### config.mk
export PLATFORM = sky130hd
export DESIGN_NAME = rb_dump_unit
export DESIGN_NICKNAME = d
export VERILOG_FILES = /design/src/rtl/rb_dump_unit.sv
export SDC_FILE = /design/constraint.sdc
export NUM_CORES = 1
export LEC_CHECK = 0
export BUFFER_PORTS_ARGS = -buffer_cell sky130_fd_sc_hd__buf_2
export CAP_MARGIN = 10
export CORE_AREA = 2 2 67 69
export CTS_BUF_LIST = sky130_fd_sc_hd__clkbuf_4 sky130_fd_sc_hd__clkbuf_8
export CTS_CLUSTER_DIAMETER = 120
export DETAILED_ROUTE_END_ITERATION = 12
export DIE_AREA = 0 0 69 71
export GPL_ROUTABILITY_DRIVEN = 1
export PLACE_DENSITY_LB_ADDON = 0.3
export REMOVE_ABC_BUFFERS = 1
export SYNTH_ARGS = -nofsm -noshare
export SYNTH_HDL_FRONTEND = slang
export SYNTH_SLANG_ARGS = --single-unit
### constraint.sdc
create_clock -name i_clock -period 2 [get_ports i_clock]
set_clock_uncertainty 0.05 [all_clocks]
set_input_delay 0.1 -clock i_clock [delete_from_list [all_inputs] [get_ports i_clock]]
set_output_delay 0.1 -clock i_clock [all_outputs]
set_load 0.02 [all_outputs]
### src/rtl/rb_dump_unit.sv
// Register bank debug dumper: reads r0..r(N_REGS-1) through the debug read port and
// streams each word MSB-byte-first to the UART transmitter using a start/done byte handshake.
module rb_dump_unit #(
  parameter int unsigned NB_DATA = 32,
  parameter int unsigned NB_REG  = 5,
  parameter int unsigned N_REGS  = 32,
  parameter int unsigned NB_BYTE = 8
) (
  input  logic               i_clock,
  input  logic               i_reset,
  input  logic               i_start,
  output logic               o_rb_read_enable,
  output logic [NB_REG-1:0]  o_rb_read_address,
  input  logic [NB_DATA-1:0] i_rb_data,
  output logic [NB_BYTE-1:0] o_tx_data,
  output logic               o_tx_start,
  input  logic               i_tx_done,
  output logic               o_busy,
  output logic               o_done
);

  localparam int unsigned N_BYTES = NB_DATA / NB_BYTE;
  localparam int unsigned NB_BIDX = (N_BYTES > 1) ? $clog2(N_BYTES) : 1;
  localparam logic [NB_BIDX-1:0] LAST_BYTE = NB_BIDX'(N_BYTES - 1);
  localparam logic [NB_REG-1:0]  LAST_REG  = NB_REG'(N_REGS - 1);

  localparam logic [2:0] IDLE    = 3'd0;
  localparam logic [2:0] READ    = 3'd1;
  localparam logic [2:0] WAIT    = 3'd2;
  localparam logic [2:0] LATCH   = 3'd3;
  localparam logic [2:0] SEND    = 3'd4;
  localparam logic [2:0] WAIT_TX = 3'd5;
  localparam logic [2:0] DONE    = 3'd6;

  logic [2:0]         state;
  logic [NB_REG-1:0]  reg_idx;
  logic [NB_BIDX-1:0] byte_idx;
  logic [NB_DATA-1:0] shift;

  always_ff @(posedge i_clock) begin
    if (!i_reset) begin
      state    <= IDLE;
      reg_idx  <= '0;
      byte_idx <= '0;
      shift    <= '0;
    end else begin
      case (state)
        IDLE: begin
          if (i_start) begin
            reg_idx <= '0;
            state   <= READ;
          end
        end
        READ:  state <= WAIT;
        // WAIT absorbs the bank's one-cycle read latency; data is captured in LATCH.
        WAIT:  state <= LATCH;
        LATCH: begin
          shift    <= i_rb_data;
          byte_idx <= '0;
          state    <= SEND;
        end
        SEND:  state <= WAIT_TX;
        WAIT_TX: begin
          if (i_tx_done) begin
            shift    <= shift << NB_BYTE;
            byte_idx <= byte_idx + 1'b1;
            if (byte_idx != LAST_BYTE) begin
              state <= SEND;
            end else if (reg_idx != LAST_REG) begin
              reg_idx <= reg_idx + 1'b1;
              state   <= READ;
            end else begin
              state <= DONE;
            end
          end
        end
        DONE: begin
          reg_idx <= '0;
          state   <= IDLE;
        end
        default: state <= IDLE;
      endcase
    end
  end

  // Outputs decode straight from state; the shift register is zero in IDLE after reset.
  assign o_rb_read_enable  = (state == READ) || (state == WAIT);
  assign o_rb_read_address = o_rb_read_enable ? reg_idx : '0;
  assign o_tx_data         = shift[NB_DATA-1 -: NB_BYTE];
  assign o_tx_start        = (state == SEND);
  assign o_busy            = (state != IDLE);
  assign o_done            = (state == DONE);

endmodule

Yosys cells after proc, flatten, opt, wreduce, memory -nomap -nowiden:

Cells that the tools add are included.

* add/sub/neg operators: 2
* equal/unequal tests: 12
* multiplexer cells: 15
* reduce and logical (&&, ||, !) cells: 8

Operators with widths (number)
* 32-bit case mux with 2 select lines: 1
* 32-bit 2-to-1 mux: 1
* 5-bit 2-to-1 mux: 5
* 3-bit case mux with 6 select lines: 1
* 5-bit case mux with 3 select lines: 1
* 3-bit 2-to-1 mux: 4
* 2-bit != test (second input constant): 5
* 3-bit equality test (second input constant): 3
* 3-bit by 2-bit equality test with 1-bit output (second input constant): 2
* 3-bit nonzero test: 2
* 5-bit by 1-bit adder with 5-bit output (second input constant): 1
* 5-bit != test (second input constant): 1
* 5-bit AND reduction: 1
* 2-bit case mux with 2 select lines: 1
* 2-bit AND reduction: 2
* 3-bit by 1-bit equality test with 1-bit output (second input constant): 1
* 3-bit logical NOT: 1
* 2-bit by 1-bit adder with 2-bit output (second input constant): 1
* 2-bit 2-to-1 mux: 1
* 2-bit nonzero test: 1
* 1-bit logical OR: 1

* bits in registers: 42
* input port bits: 36
* output and inout bits: 17
* logic and storage cells: 41

Logic depth before layout (Yosys ltp):

* depth after elaboration: 5
* gate-level depth with buffers: 7
* gate-level depth less buffers: 7

Worst setup path before layout:

OpenSTA, ideal clock, no wires.

* kind: register to register
* start: reg reg_idx[0]
* end: reg reg_idx[3]
* setup time: 0.070 ns
* arrival: 1.767 ns
* required time: 1.880 ns
* setup slack: 0.113 ns
* stages on the path, launching flop included: 8
* buffers on the path: 0
* clock period less this slack: 1.887 ns
* path through: dfxtp_1 > ha_1 > and3_1 > ha_1 > and4b_1 > and2_1 > or3b_1 > a21boi_1

* longest elaborated chain between the ends: 5
* elaborated cells on any way between the ends: 8
* classes of those cells: 1 x add/sub; 2 x eq/ne; 4 x mux; 1 x reduce/logical

Ends and longest elaborated chain
* start, declared: line 36 `logic [NB_REG-1:0] reg_idx;`
* start signal, assigned: line 70 `reg_idx <= reg_idx + 1'b1;`
* 5-bit by 1-bit adder with 5-bit output: line 70
* 5-bit 2-to-1 mux: line 69 `end else if (reg_idx != LAST_REG) begin`
* 5-bit 2-to-1 mux: line 67 `if (byte_idx != LAST_BYTE) begin`
* 5-bit 2-to-1 mux: line 64 `if (i_tx_done) begin`
* 5-bit case mux with 3 select lines: line 47 `case (state)`

Several ways; a longest one is shown, not always the timed one. The select of a mux whose other input is x is not followed.
A chain may end at the register's enable or synchronous reset.

Final worst setup path:

* start: reg reg_idx[1]
* end: reg reg_idx[3]

Same word-level chain as after synthesis.

==> implementation parameters <==
Parameter                              Value

Timing
  Count of pins over their slew limit    0
  Final critical-path share of the clock period    96.2%
  Tightest slew margin relative to the limit    between 50% and 60%
  Final min period    1.92 ns
  Final sum of negative setup slack    0 ns
  Setup violations, final    0
  Final Hold Violating Endpoints    0
  Top achievable clock speed    520 MHz
  Slew of the pin with the lowest slew margin    around 0.64 ns

Critical path
  Setup crit end kind    register
  Maximum net fanout on the critical path    3
  Worst EP required    between 2 and 2.5 ns
  Launching element type of the critical path    register
  Critical path data arrival time    between 2 and 2.5 ns
  Kind of critical path    reg2reg
  Depth of the worst register-to-register path    7

Drt
  Post-detailed-route via-to-cell ratio    slightly above 5
  Router iterations before antenna repair    4
  Drc violations    0
  Total vias in the final route    around 1,900
  Drt initial violations    54
  Wire per inst    ~13 microns
  Wire length after detailed routing    ~4600 microns
  ANT nets after route    0

GRT
  Peak-usage layer in the global routing report    met2
  Number of antenna violations at the first check in global routing    0
  Global route total overflow    0
  Met2 capacity usage during global routing    about a third
  Global-route wire length before repair    ~7600 microns
  Pin count of the biggest net entering global routing    46
  GRT met3 Usage    4.42%
  Vias in the first global route    1,713
  Met1 usage    ~24%
  Total GRT Usage    a little under a fifth

Placement
  Routability congestion estimate    ~0.68
  Port-buffer cells    52
  Dpl cell area    between 2000 and 2500 sq um
  Detailed Place HPWL    2740 microns

Floorplanning
  Die H    just over 70 microns
  Number of core rows    24
  Io pins    53
  Horizontal die dimension    approximately 70 microns
  Core region area    roughly 4200 sq um
  Starting density of the core    about 47%
  Die Area    4900 sq um

Min path
  Worst hold path type    in2reg
  Number of cells on the worst hold path    3

Synthesis
  Yosys synthesis warning count    0
  Sequential cell area fraction in the yosys report    42.6%
  Yosys cell types    34
  Gate count after technology mapping    247
  Number of synthesized register bits    between 40 and 50
  Average size of a mapped cell    around 8.0 sq um
  Post-Syn Area    slightly below 2000 sq um

Finish
  Number of nets in the final layout    ~350
  Area growth from synthesis to final layout    31.3%
  Final Cell Area    around 2600 sq um
  Layout cell share with drive strength beyond 1    25.6%
  Most frequent cells in the layout    buf_2, a21oi_1, dfxtp_1, nand2_1, o21ai_0
  Most common cell after layout, fill and taps aside    buf_2
  Final antenna diode count    0

Clocking
  Clock Pin Slew Worst Setup and Hold Paths    around 0.08 ns
  Inserted Clock Buffers    5
  Cell at the root of the clock tree    clkbuf_8
  H-tree depth    2
  Number of sinks on the clock net    between 40 and 50
  Number of buffers between clock root and the deepest sink    2
  Clock latency reported for the late side of the worst-skew pair    0.29 ns
  Clock tree from TritonCTS    yes

Job
  Number of max-cap violations    0

Power and ir drop
  Power Density    about 630 nW/um^2
  Leakage Power    around 0.0012 uW
  Peak VDD IR    0.000422 V

Run status
  Run status    finished clean
-- synth_stat cells (all sizes together) --
master	count	share of area, %
a21oi	51	13
dfxtp	42	43
o21ai	31	8.1
nand2	28	5.3
buf	15	4.8
nor2b	13	4.1
clkbuf	12	2.3
nand3	9	2.3
a22oi	8	3.0
and2	8	2.5
nor2	4	0.76
ha	3	1.9
a21boi	2	0.76
and3b	2	0.89
nand3b	2	0.76
nor3b	2	0.76
or3	2	0.63
a211oi	1	0.63
a31oi	1	0.32
and2b	1	0.38
and3	1	0.32
and4b	1	0.51
inv	1	0.19
mux2i	1	0.51
nand4b	1	0.44
nor4b	1	0.44
o21a	1	0.44
or3b	1	0.44
or4	1	0.38
xnor2	1	0.44
-- worst max-delay path, cell delays in order (launching register included) --
cell	delay, ns
dfxtp_2	0.34
ha_4	0.16
and3_4	0.18
ha_4	0.16
and4b_2	0.32
and2_4	0.15
or3b_1	0.34
a21boi_1	0.16
-- path summary, 6_finish.rpt --
path	start	end	slack [ns]
setup / recovery	reg_idx[1]$_SDFFE_PN0P_	reg_idx[3]$_SDFFE_PN0P_	0.08
hold / removal	i_rb_data[9]	shift[9]$_SDFFE_PN0P_	0.005
setup reg to reg	reg_idx[1]$_SDFFE_PN0P_	reg_idx[3]$_SDFFE_PN0P_	0.08
hold reg to reg	byte_idx[1]$_SDFFE_PN0P_	byte_idx[1]$_SDFFE_PN0P_	0.43
-- report_power, final --
group / leakage, uW / switching [uW] / internal (uW) / total (uW)
clock: 0.0000472 / 286 / 277 / 564
combinational: 0.000789 / 94.6 / 103 / 198
sequential: 0.000340 / 20.5 / 856 / 876
-- per-stage QoR --
stage	std cells	setup WS, ns	power (uW)	hold WS, ns	utilization, %
finish	361	0.0767	1640	0.00507	61.6
global route	361	-0.0160	1720	0.00428	61.6
CTS	356	0.00738	1650	0.00259	60.0
detailed placement	328	-0.0256	1050	0.296	52.6
global placement	328	0.0685	1050	0.295	52.6
floorplan	220	0.113	976	0.178	-
-- what timing repair did --
action                     CTS  global route
setup endpoints to repair    2             3
pin swaps                    1             2
hold endpoints to repair    20             0
hold buffers                20             0
resized for setup            5             5
buffers inserted             0             5
-- final cells by class --
cell class              instances  area [sq um]
well taps                      52          65.1
clock buffers                   6          82.6
repair buffers                 81           553
fillers                       399          1620
multi-input cells             177          1030
flip-flops and latches         42           843
clock inverters                 2          12.5
inverters                       1          3.75
-- registers in the layout, indices dropped and copies added, names as in the netlist --
name,count
state,3
shift,32
byte_idx,2
reg_idx,5
-- logic make-up (layout without fill, tap and decap cells) --
kind of cell | count (synthesis) | in the layout | share of synthesized area, %
buffers and inverters | 28 | 90 | 7.30
multiplexers | 1 | 1 | 0.508
AND/OR/NAND/NOR | 77 | 77 | 21.0
adder cells (fa/ha/maj) | 3 | 3 | 1.90
AO/OA/AOI/OAI | 95 | 95 | 26.2
XOR/XNOR | 1 | 1 | 0.444
flip-flops | 42 | 42 | 42.6
-- layer usage --
| layer | vias up | routed length (microns) |
|---|---|---|
| li1 | 975 | - |
| met1 | 837 | 2090 |
| met2 | 50 | 2290 |
| met3 | 2 | 236 |
| met4 | 0 | 29 |
| met5 | - | 0 |
Power figures use the tool's default switching activity.
